`src/rtl/ex_mem_stage.sv`:
```
// ex_mem_stage
//   Memory / branch-resolution stage that follows the ALU. It accepts one
//   executed instruction per handshake. It latches the ZN flags and resolves
//   branches, subroutine calls and returns through a small circular return
//   stack. It runs LOAD/STORE over a req/ack memory port and drives the
//   writeback, OUT-port and PC-redirect strobes.
//
// Ports
//   clk, rst                 clock, synchronous active-high reset
//   in_valid / in_ready      upstream handshake (in_ready is combinational)
//   in_op, in_result, in_zn  opcode (ALU mode encoding), ALU result, {Z,N}
//   in_rd, in_addr, in_data  dest register, address/target, store data/imm
//   in_cond, in_pc_next      BR.Z/N select {Z,N}, link address for BR.SUB
//   mem_*                    memory request (held until ack) and completion
//   wb_*                     register writeback strobe
//   out_valid, out_data      OUT-port strobe
//   br_taken, br_target      PC redirect strobe
//   flags                    latched {Z,N}
module ex_mem_stage #(
  parameter int RET_DEPTH = 4
) (
  input  logic       clk,
  input  logic       rst,
  input  logic       in_valid,
  output logic       in_ready,
  input  logic [3:0] in_op,
  input  logic [7:0] in_result,
  input  logic [1:0] in_zn,
  input  logic [1:0] in_rd,
  input  logic [7:0] in_addr,
  input  logic [7:0] in_data,
  input  logic [1:0] in_cond,
  input  logic [7:0] in_pc_next,
  output logic       mem_req,
  output logic       mem_we,
  output logic [7:0] mem_addr,
  output logic [7:0] mem_wdata,
  input  logic       mem_ack,
  input  logic [7:0] mem_rdata,
  output logic       wb_valid,
  output logic [1:0] wb_rd,
  output logic [7:0] wb_data,
  output logic       out_valid,
  output logic [7:0] out_data,
  output logic       br_taken,
  output logic [7:0] br_target,
  output logic [1:0] flags
);

  localparam int PW = $clog2(RET_DEPTH);
  localparam logic [PW:0] DEPTH_C = (PW+1)'(RET_DEPTH);

  typedef enum logic {IDLE, MEM_WAIT} state_t;

  state_t        state_q, state_d;
  logic [7:0]    ret_stack_q [RET_DEPTH];
  logic [PW-1:0] sp_q, sp_d;      // next free slot
  logic [PW:0]   cnt_q, cnt_d;    // valid entries, saturates at RET_DEPTH
  logic [PW-1:0] sp_m1;
  logic          push_en;
  logic          accept;

  logic       mem_req_q, mem_req_d, mem_we_q, mem_we_d;
  logic [7:0] mem_addr_q, mem_addr_d, mem_wdata_q, mem_wdata_d;
  logic       ld_q, ld_d;         // pending access is a LOAD
  logic [1:0] ld_rd_q, ld_rd_d;
  logic       wb_valid_q, wb_valid_d;
  logic [1:0] wb_rd_q, wb_rd_d;
  logic [7:0] wb_data_q, wb_data_d;
  logic       out_valid_q, out_valid_d;
  logic [7:0] out_data_q, out_data_d;
  logic       br_taken_q, br_taken_d;
  logic [7:0] br_target_q, br_target_d;
  logic [1:0] flags_q, flags_d;

  assign in_ready = (state_q == IDLE);
  // An instruction offered while a redirect is visible is on the wrong path.
  assign accept   = in_valid & in_ready & ~br_taken_q;
  assign sp_m1    = sp_q - PW'(1);

  always_comb begin
    state_d     = state_q;
    sp_d        = sp_q;
    cnt_d       = cnt_q;
    push_en     = 1'b0;
    mem_req_d   = mem_req_q;
    mem_we_d    = mem_we_q;
    mem_addr_d  = mem_addr_q;
    mem_wdata_d = mem_wdata_q;
    ld_d        = ld_q;
    ld_rd_d     = ld_rd_q;
    wb_valid_d  = 1'b0;
    wb_rd_d     = wb_rd_q;
    wb_data_d   = wb_data_q;
    out_valid_d = 1'b0;
    out_data_d  = out_data_q;
    br_taken_d  = 1'b0;
    br_target_d = br_target_q;
    flags_d     = flags_q;

    case (state_q)
      IDLE: begin
        if (accept) begin
          case (in_op)
            4'h1, 4'h2, 4'h3, 4'h4, 4'h5: begin
              wb_valid_d = 1'b1;
              wb_rd_d    = in_rd;
              wb_data_d  = in_result;
              flags_d    = in_zn;
            end
            4'h6: begin
              out_valid_d = 1'b1;
              out_data_d  = in_result;
            end
            4'h7, 4'h8: begin
              wb_valid_d = 1'b1;
              wb_rd_d    = in_rd;
              wb_data_d  = in_result;
            end
            4'hF: begin
              wb_valid_d = 1'b1;
              wb_rd_d    = in_rd;
              wb_data_d  = in_data;
            end
            4'h9: begin
              br_taken_d  = 1'b1;
              br_target_d = in_addr;
            end
            4'hA: begin
              // Uses the flags as they were before this edge.
              if ((in_cond & flags_q) != 2'b00) begin
                br_taken_d  = 1'b1;
                br_target_d = in_addr;
              end
            end
            4'hB: begin
              // Full stack: the push overwrites the oldest slot.
              push_en     = 1'b1;
              sp_d        = sp_q + PW'(1);
              if (cnt_q != DEPTH_C) cnt_d = cnt_q + 1'b1;
              br_taken_d  = 1'b1;
              br_target_d = in_addr;
            end
            4'hC: begin
              br_taken_d = 1'b1;
              if (cnt_q != '0) begin
                sp_d        = sp_m1;
                cnt_d       = cnt_q - 1'b1;
                br_target_d = ret_stack_q[sp_m1];
              end else begin
                br_target_d = 8'h00;
              end
            end
            4'hD, 4'hE: begin
              state_d    = MEM_WAIT;
              mem_req_d  = 1'b1;
              mem_we_d   = (in_op == 4'hE);
              mem_addr_d = in_addr;
              ld_d       = (in_op == 4'hD);
              ld_rd_d    = in_rd;
              if (in_op == 4'hE) mem_wdata_d = in_data;
            end
            default: ;
          endcase
        end
      end
      MEM_WAIT: begin
        if (mem_ack) begin
          state_d   = IDLE;
          mem_req_d = 1'b0;
          mem_we_d  = 1'b0;
          if (ld_q) begin
            wb_valid_d = 1'b1;
            wb_rd_d    = ld_rd_q;
            wb_data_d  = mem_rdata;
          end
        end
      end
      default: state_d = IDLE;
    endcase
  end

  always_ff @(posedge clk) begin
    if (rst) begin
      state_q     <= IDLE;
      sp_q        <= '0;
      cnt_q       <= '0;
      mem_req_q   <= 1'b0;
      mem_we_q    <= 1'b0;
      mem_addr_q  <= 8'h00;
      mem_wdata_q <= 8'h00;
      ld_q        <= 1'b0;
      ld_rd_q     <= 2'b00;
      wb_valid_q  <= 1'b0;
      wb_rd_q     <= 2'b00;
      wb_data_q   <= 8'h00;
      out_valid_q <= 1'b0;
      out_data_q  <= 8'h00;
      br_taken_q  <= 1'b0;
      br_target_q <= 8'h00;
      flags_q     <= 2'b00;
    end else begin
      state_q     <= state_d;
      sp_q        <= sp_d;
      cnt_q       <= cnt_d;
      mem_req_q   <= mem_req_d;
      mem_we_q    <= mem_we_d;
      mem_addr_q  <= mem_addr_d;
      mem_wdata_q <= mem_wdata_d;
      ld_q        <= ld_d;
      ld_rd_q     <= ld_rd_d;
      wb_valid_q  <= wb_valid_d;
      wb_rd_q     <= wb_rd_d;
      wb_data_q   <= wb_data_d;
      out_valid_q <= out_valid_d;
      out_data_q  <= out_data_d;
      br_taken_q  <= br_taken_d;
      br_target_q <= br_target_d;
      flags_q     <= flags_d;
    end
  end

  // Stack contents need no reset: emptiness is tracked by cnt_q alone.
  always_ff @(posedge clk) begin
    if (push_en && !rst) ret_stack_q[sp_q] <= in_pc_next;
  end

  assign mem_req   = mem_req_q;
  assign mem_we    = mem_we_q;
  assign mem_addr  = mem_addr_q;
  assign mem_wdata = mem_wdata_q;
  assign wb_valid  = wb_valid_q;
  assign wb_rd     = wb_rd_q;
  assign wb_data   = wb_data_q;
  assign out_valid = out_valid_q;
  assign out_data  = out_data_q;
  assign br_taken  = br_taken_q;
  assign br_target = br_target_q;
  assign flags     = flags_q;

endmodule
```
`config.mk`:
```
export PLATFORM = sky130hd
export DESIGN_NAME = ex_mem_stage
export DESIGN_NICKNAME = d
export VERILOG_FILES = /design/src/rtl/ex_mem_stage.sv
export SDC_FILE = /design/constraint.sdc
export NUM_CORES = 1
export LEC_CHECK = 0
export BUFFER_PORTS_ARGS = -buffer_cell sky130_fd_sc_hd__buf_4
export CAP_MARGIN = 15
export CORE_AREA = 2 2 89 108
export DETAILED_ROUTE_END_ITERATION = 10
export DIE_AREA = 0 0 91 110
export GPL_TIMING_DRIVEN = 0
export HOLD_SLACK_MARGIN = 0.05
export PLACE_DENSITY = 0.73
export SLEW_MARGIN = 10
export SYNTH_ARGS = -nofsm -noshare
export SYNTH_HDL_FRONTEND = slang
export SYNTH_SLANG_ARGS = --single-unit
```
`constraint.sdc`:
```
create_clock -name clk -period 2.2 [get_ports clk]
set_input_delay 0.11 -clock clk [delete_from_list [all_inputs] [get_ports clk]]
set_output_delay 0.11 -clock clk [all_outputs]
set_load 0.01 [all_outputs]
```
==> impl_metrics.py, run 1 <==
metrics = {
    "status": {
        "run_status": "completed",
    },
    "pwr": {
        "ratio_of_total_power_to_cell_area_nw_per_um2": 623,
        "leakage_power_summed_over_all_cells_nw": 2.17,
        "ir_drop_mv": 0.533,
    },
    "floorplanning": {
        "ios": 104,
        "initial_utilization": 0.443,
        "chipHeight_um": 110,
        "row_count": 38,
        "design.core.area_um2": 8940,
        "design.die.area_um2": 10000,
        "die_w_um": 91,
    },
    "global_routing": {
        "grt_pass1_wl_um": 16200,
        "grt_overflow_total": 0,
        "vias_in_the_first_global_route": 3241,
        "number_of_antenna_violations_at_the_first_check_in_global_routing": 0,
        "grt_max_degree": 16,
        "grt_util_all_layers": 0.209,
    },
    "synth": {
        "combinational_family_with_the_most_area_after_synthesis": "multiplexers",
        "synth-edff-count": 32,
        "synthAdderAreaFrac": 0.0177,
        "synth-async-reset-ratio": 0,
        "synth_cells": 359,
        "area_fraction_in_and_or_nand_and_nor_cells_after_synthesis": 0.144,
        "yosys.cell_count.top_type": "sky130_fd_sc_hd__dfxtp_1",
        "synth_area_um2": 3960,
        "synth.yosys.seq_area_share": 0.536,
        "synthXorXnorAreaFrac": 0.00442,
        "netlist-cell-type-count": 48,
        "netlist_top_cells_area": "sky130_fd_sc_hd__dfxtp_1 (29%), sky130_fd_sc_hd__edfxtp_1 (24%), sky130_fd_sc_hd__mux2i_1 (9.4%), sky130_fd_sc_hd__mux4_2 (4.5%), sky130_fd_sc_hd__nor2_1 (3.2%)",
        "synth.avg_cell_area_um2": 11.0,
        "synth_commonest_cells": "sky130_fd_sc_hd__dfxtp_1 (58), sky130_fd_sc_hd__mux2i_1 (37), sky130_fd_sc_hd__nor2_1 (34), sky130_fd_sc_hd__edfxtp_1 (32), sky130_fd_sc_hd__clkbuf_1 (19)",
        "synth-warning-count": 0,
        "yosysTopAreaCell": "sky130_fd_sc_hd__dfxtp_1",
        "synth_ff_type": "sky130_fd_sc_hd__dfxtp_1",
        "synth_compound_gate_area_share": 0.0964,
        "muxShareOfSynthArea": 0.162,
        "synth_largest_type_area_fraction": 0.293,
        "ys_ff_latch": 90,
        "syn_nets": 418,
    },
    "critical_path": {
        "max_stage_delay_ps": 450,
        "cp_data_required_time_ps": 2240,
        "timing.rr.start": "state_q",
        "endpoint": "ret_stack_q[0][2]",
        "setup.worst_path.start_class": "register",
        "worst-r2r-setup-slack_ps": 120,
        "cp-startpoint": "state_q",
        "worstSetupPathType": "register to register",
        "timing.critical_path.fanout_max": 10,
        "arrival_ps": 2120,
        "crit_path_end_kind": "register",
        "ff2ff_path_depth": 4,
        "r2r-end": "ret_stack_q[0][2]",
        "worstPathCellList": "or3b_4, buf_2, nor3_1, and2_2",
        "cpMaxStageDelayCell": "sky130_fd_sc_hd__or3b_4",
    },
    "placement": {
        "pre_cts_slack_ps": -304,
        "routability_congestion_estimate_from_global_placement": 0.817,
        "placed_cell_area_um2": 4880,
        "dp_hpwl_um": 7370,
        "io_buffers": 103,
        "placed_cells_incl_taps": 582,
    },
    "cts": {
        "numCtsBuffers": 9,
        "clock_tree.root_cell": "sky130_fd_sc_hd__clkbuf_8",
        "clkLatencyLatePin_ps": 360,
        "cts_tree": "done",
        "h-tree-depth": 3,
        "clkSinkCount": 90,
        "worst_setup_hold_path_clk_slew_ps": 90,
        "cts.path.max_buffers": 2,
        "post_cts.repair.setup_buffers": 0,
    },
    "finish": {
        "fin_area_um2": 5470,
        "antennaDiodeCount": 0,
        "layout.nets": 567,
        "final-instance-count-excl-fill": 633,
        "area_growth_pct": 38.2,
        "num-fill-cells": 738,
        "drive_above_1_share": 0.298,
    },
    "timing": {
        "fmax_mhz": 481,
        "hold_viol": 0,
        "worst_clock_skew_on_the_final_layout_ps": 11.4,
        "rsz0062_at_grt": "no",
        "final_min_period_over_clock_period": 0.946,
        "relSlewSlack": 0.617,
        "transition_time_at_the_pin_with_the_least_slew_margin_ps": 568,
        "setup_viol": 0,
        "holdWs_ps": 94.1,
        "period_needed_ps": 2080,
        "drv_slew": 0,
        "setup_ws_ps": 120,
    },
    "route": {
        "drt_pre_antenna_iters": 4,
        "drt_iter0_markers": 142,
        "post_detailed_route_drc_marker_count": 0,
        "post_detailed_route_via_to_cell_ratio": 5.14,
        "postRouteAntennaNets": 0,
        "wirelength_um": 10300,
        "total_number_of_vias": 3254,
        "wl_per_cell_um": 16.2,
    },
    "worst_hold_path": {
        "min_path_type": "primary input to register",
    },
    "run": {
        "maxCapViolations": 0,
    },
}
[how the worst min path moves through the flow]
| stage | startpoint | end | slack, ps | depth (start not counted) |
|---|---|---|---|---|
| 2_1_floorplan | in_pc_next[0] | ret_stack_q[0][0] | 210 | 0 |
| 3_3_place_gp | in_pc_next[3] | ret_stack_q[2][3] | 310 | 1 |
| 3_5_place_dp | in_pc_next[2] | ret_stack_q[1][2] | 310 | 1 |
| 4_1_cts | mem_ack | state_q | 90 | 4 |
| 5_1_grt | mem_ack | state_q | 110 | 4 |
| 6_report | mem_ack | state_q | 90 | 4 |
[routing by layer]
layer  GRT usage  share of wire
met2       0.394           0.53
met5           0              0
met4      0.0887          0.024
met1       0.229           0.40
met3      0.0421          0.045
[placed cells by master (no fill, tap or decap), types with 4 or more instances in the layout]
cell type | synthesis | layout
sky130_fd_sc_hd__clkbuf_1 | 19 | 18
sky130_fd_sc_hd__o21ai_0 | 17 | 17
sky130_fd_sc_hd__buf_2 | 5 | 4
sky130_fd_sc_hd__mux2i_1 | 37 | 37
sky130_fd_sc_hd__buf_4 | 0 | 103
sky130_fd_sc_hd__and2_2 | 0 | 4
sky130_fd_sc_hd__nor2_1 | 34 | 34
sky130_fd_sc_hd__mux2_2 | 8 | 8
sky130_fd_sc_hd__a31oi_1 | 8 | 8
sky130_fd_sc_hd__nand2b_1 | 9 | 9
sky130_fd_sc_hd__a21oi_1 | 18 | 18
sky130_fd_sc_hd__nor3_1 | 11 | 11
sky130_fd_sc_hd__mux4_2 | 8 | 8
sky130_fd_sc_hd__nand3_1 | 9 | 9
sky130_fd_sc_hd__or3_1 | 4 | 4
sky130_fd_sc_hd__dlygate4sd3_1 | 0 | 36
sky130_fd_sc_hd__dfxtp_1 | 58 | 58
sky130_fd_sc_hd__inv_1 | 14 | 15
sky130_fd_sc_hd__a311oi_1 | 8 | 8
sky130_fd_sc_hd__nand2_1 | 17 | 17
sky130_fd_sc_hd__edfxtp_1 | 32 | 32
sky130_fd_sc_hd__clkbuf_8 | 0 | 11
[area by class of cell]
class / instances / area, µm² / area share
clock inverters: 5 / 62.6 / 0.0114
plain buffers: 24 / 98.8 / 0.0181
multi-input cells: 229 / 1700 / 0.310
clock buffers: 11 / 151 / 0.0277
flip-flops and latches: 90 / 2120 / 0.388
repair buffers: 139 / 1130 / 0.207
well taps: 120 / 150 / 0.0274
inverters: 15 / 56.3 / 0.0103
[cells by family (layout without fill, tap and decap cells)]
family          after synthesis  in the layout
simple gates                108            108
xor+xnor                      2              2
mux                          53             53
buf+inv                      40            194
compound gates               61             61
fa+ha+maj                     5              5
flops                        90             90
[power breakdown]
| group | switching, mW | leakage, nW | total [mW] | internal (mW) |
|---|---|---|---|---|
| Combinational | 0.206 | 1.30 | 0.441 | 0.234 |
| Sequential | 0.0251 | 0.759 | 1.78 | 1.76 |
| Clock | 0.594 | 0.113 | 1.19 | 0.596 |
[through the flow]
stage	TNS, ps	power [mW]	utilization
6_report	0	3.41	0.612
3_5_place_dp	-2360	2.21	0.546
2_1_floorplan	0	2.01	-
5_1_grt	0	3.55	0.612
3_3_place_gp	-760	2.20	0.546
4_1_cts	0	3.42	0.611
[critical path, delay by kind of cell (launching register included)]
| kind | cells | cell delay [ps] |
|---|---|---|
| and+or+nand+nor | 3 | 1160 |
| DFF | 1 | 390 |
| buffers and inverters | 1 | 210 |
[state kept, by name (all words and copies together) (netlist names), 2 cells and up]
| name | flops |
|---|---|
| ret_stack_q | 32 |
| br_target | 8 |
| mem_addr | 8 |
| mem_wdata | 8 |
| out_data | 8 |
| wb_data | 8 |
| cnt_q | 3 |
| flags | 2 |
| ld_rd_q | 2 |
| sp_q | 2 |
| wb_rd | 2 |
[what timing repair did]
item,in CTS,in global routing
resized for setup,5,2
hold endpoints to repair,68,0
pin swaps,0,0
setup endpoints to repair,41,6
hold buffers,36,0
Power figures use the tool's default switching activity.
==> run 2: changes to the inputs <==
- CELL_PAD_IN_SITES_DETAIL_PLACEMENT: unset -> 0
- CELL_PAD_IN_SITES_GLOBAL_PLACEMENT: unset -> 1
- CORE_AREA: 2 2 89 108 -> 2 2 90 109
- DIE_AREA: 0 0 91 110 -> 0 0 92 111
- PLACE_DENSITY: 0.73 -> 0.88
- clock period: 2.2 -> 2.54 ns (I/O delays scaled with it)
==> impl_metrics.py, run 2 (synthesized netlist as in run 1, its figures left out) <==
metrics = {
    "floorplanning": {
        "die_w_um": 92,
        "design.core.area_um2": 9270,
        "row_count": 39,
        "chipHeight_um": 111,
        "ios": 104,
        "design.die.area_um2": 10200,
        "initial_utilization": 0.427,
    },
    "pwr": {
        "ratio_of_total_power_to_cell_area_nw_per_um2": 597,
        "logic_gate_share_of_total_power": 0.114,
        "ir_drop_mv": 0.541,
        "clock_power_share": 0.420,
        "internal_power_mw": 2.51,
        "total_power_consumption_of_the_routed_design_mw": 3.31,
        "seq_power_share": 0.466,
        "power.switching_fraction": 0.242,
        "leakage_power_summed_over_all_cells_nw": 2.20,
        "power.switching_mw": 0.800,
    },
    "finish": {
        "number_of_flip_flops_in_the_largest_register": 32,
        "antennaDiodeCount": 0,
        "area_taken_by_flip_flops_and_latches_um2": 2120,
        "multi_input_comb_area_um2": 1680,
        "final_cell_mix": "sky130_fd_sc_hd__buf_4 (103), sky130_fd_sc_hd__dfxtp_1 (58), sky130_fd_sc_hd__mux2i_1 (37)",
        "area_growth_pct": 40.2,
        "num-fill-cells": 776,
        "most_common_library_cell_in_the_layout_ignoring_fill_and_taps": "sky130_fd_sc_hd__buf_4",
        "biggest_register": "ret_stack_q",
        "layout.nets": 566,
        "final-instance-count-excl-fill": 635,
        "utilization": 0.599,
        "drive_above_1_share": 0.291,
        "fin_area_um2": 5550,
    },
    "cts": {
        "cts-resized-gates": 0,
        "cts_tree": "done",
        "numCtsBuffers": 9,
        "clkSinkCount": 90,
        "cts.path.max_buffers": 2,
        "h-tree-depth": 3,
        "worst_setup_hold_path_clk_slew_ps": 70,
        "clock_tree.root_cell": "sky130_fd_sc_hd__clkbuf_16",
        "clkLatencyLatePin_ps": 340,
    },
    "global_routing": {
        "grt_overflow_total": 0,
        "vias_in_the_first_global_route": 3307,
        "grt_util_all_layers": 0.205,
        "grt_pass1_wl_um": 16400,
        "grt_max_degree": 19,
        "number_of_antenna_violations_at_the_first_check_in_global_routing": 0,
    },
    "route": {
        "postRouteAntennaNets": 0,
        "drt_pre_antenna_iters": 4,
        "wl_per_cell_um": 15.8,
        "drt_iter0_markers": 119,
        "post_detailed_route_via_to_cell_ratio": 5.15,
        "post_detailed_route_drc_marker_count": 0,
        "wirelength_um": 10000,
        "total_number_of_vias": 3268,
    },
    "critical_path": {
        "worstSetupPathType": "register to register",
        "cpMaxStageDelayCell": "sky130_fd_sc_hd__and2_1",
        "worst-r2r-setup-slack_ps": 360,
        "arrival_ps": 2170,
        "critical_path_buf_inv_count": 1,
        "setup.worst_path.start_class": "register",
        "timing.critical_path.fanout_max": 10,
        "crit_family": "simple AND/OR/NAND/NOR gates",
        "worstPathCellList": "or3b_4, buf_2, nor3_1, and2_1",
        "max_stage_delay_ps": 460,
        "cp_data_required_time_ps": 2540,
        "crit_path_end_kind": "register",
    },
    "worst_hold_path": {
        "min_path_type": "primary input to register",
    },
    "placement": {
        "placed_cell_area_um2": 4890,
        "dp_hpwl_um": 7220,
        "placed_cells_incl_taps": 585,
        "routability_congestion_estimate_from_global_placement": 0.806,
        "pre_cts_slack_ps": 150,
        "io_buffers": 103,
    },
    "timing": {
        "relSlewSlack": 0.622,
        "rsz0062_at_grt": "no",
        "setup_viol": 0,
        "drv_slew": 0,
        "fmax_mhz": 459,
        "tns_ps": 0,
        "final_min_period_over_clock_period": 0.857,
        "transition_time_at_the_pin_with_the_least_slew_margin_ps": 565,
        "period_needed_ps": 2180,
        "setup_ws_ps": 363,
        "hold_viol": 0,
        "holdWs_ps": 46.9,
        "worst_clock_skew_on_the_final_layout_ps": 6.14,
    },
    "run": {
        "maxCapViolations": 0,
    },
    "status": {
        "run_status": "completed",
    },
}
-- run 2: changes by cell type in the layout (fill, tap and decap cells not counted) --
cell	change
sky130_fd_sc_hd__and2_1	+4
sky130_fd_sc_hd__clkbuf_8	-11
sky130_fd_sc_hd__inv_1	-1
sky130_fd_sc_hd__clkinv_4	-1
sky130_fd_sc_hd__dlygate4sd3_1	-1
sky130_fd_sc_hd__ha_4	-1
sky130_fd_sc_hd__ha_1	+1
sky130_fd_sc_hd__clkbuf_4	-1
sky130_fd_sc_hd__and2_2	-4
sky130_fd_sc_hd__clkbuf_16	+9
sky130_fd_sc_hd__buf_2	+1
sky130_fd_sc_hd__inv_6	+3
sky130_fd_sc_hd__clkinv_8	+1
-- run 2: path summary, 6_finish.rpt --
check,startpoint,endpoint,cells after the start
worst max-delay path,state_q,ret_stack_q[3][4],4
worst min-delay path,in_addr[5],mem_addr[5],3
worst max register to register,state_q,ret_stack_q[3][4],4
worst min register to register,wb_data[1],wb_data[1],2
-- run 2: cell type report --
class / instances / area share
Buffer: 24 / 0.0174
Clock inverter: 7 / 0.0167
Sequential cell: 90 / 0.382
Inverter: 15 / 0.0101
Multi-Input combinational cell: 229 / 0.303
Tap cell: 123 / 0.0277
Clock buffer: 9 / 0.0406
Timing Repair Buffer: 138 / 0.202
-- run 2: power by group through the flow --
stage	combinational, mW	clock, mW	sequential (mW)
after global routing	0.413	1.48	1.55
after global placement	0.328	0	1.58
after detailed placement	0.334	0	1.58
after CTS	0.378	1.42	1.54
final	0.377	1.39	1.54
after floorplan	0.152	0	1.59
-- run 2: routing by layer --
metal / routed length (µm) / share of wire / vias to the layer above / global-route usage
met3: 498 / 0.050 / 22 / 0.0449
met1: 3980 / 0.40 / 1531 / 0.236
met4: 290 / 0.029 / 0 / 0.0796
met2: 5240 / 0.52 / 114 / 0.368
met5: 0 / 0 / - / 0
li1: - / - / 1601 / -
-- run 2: what timing repair did --
action	in CTS	in global routing
endpoints found under the setup margin	0	7
endpoints found under the hold margin	59	0
hold buffers	35	0
setup buffers	0	0
-- run 2: worst register-to-register path: stages (launching register included) --
cell                      delay, ps
sky130_fd_sc_hd__dfxtp_1        370
sky130_fd_sc_hd__or3b_4         450
sky130_fd_sc_hd__buf_2          220
sky130_fd_sc_hd__nor3_1         330
sky130_fd_sc_hd__and2_1         460
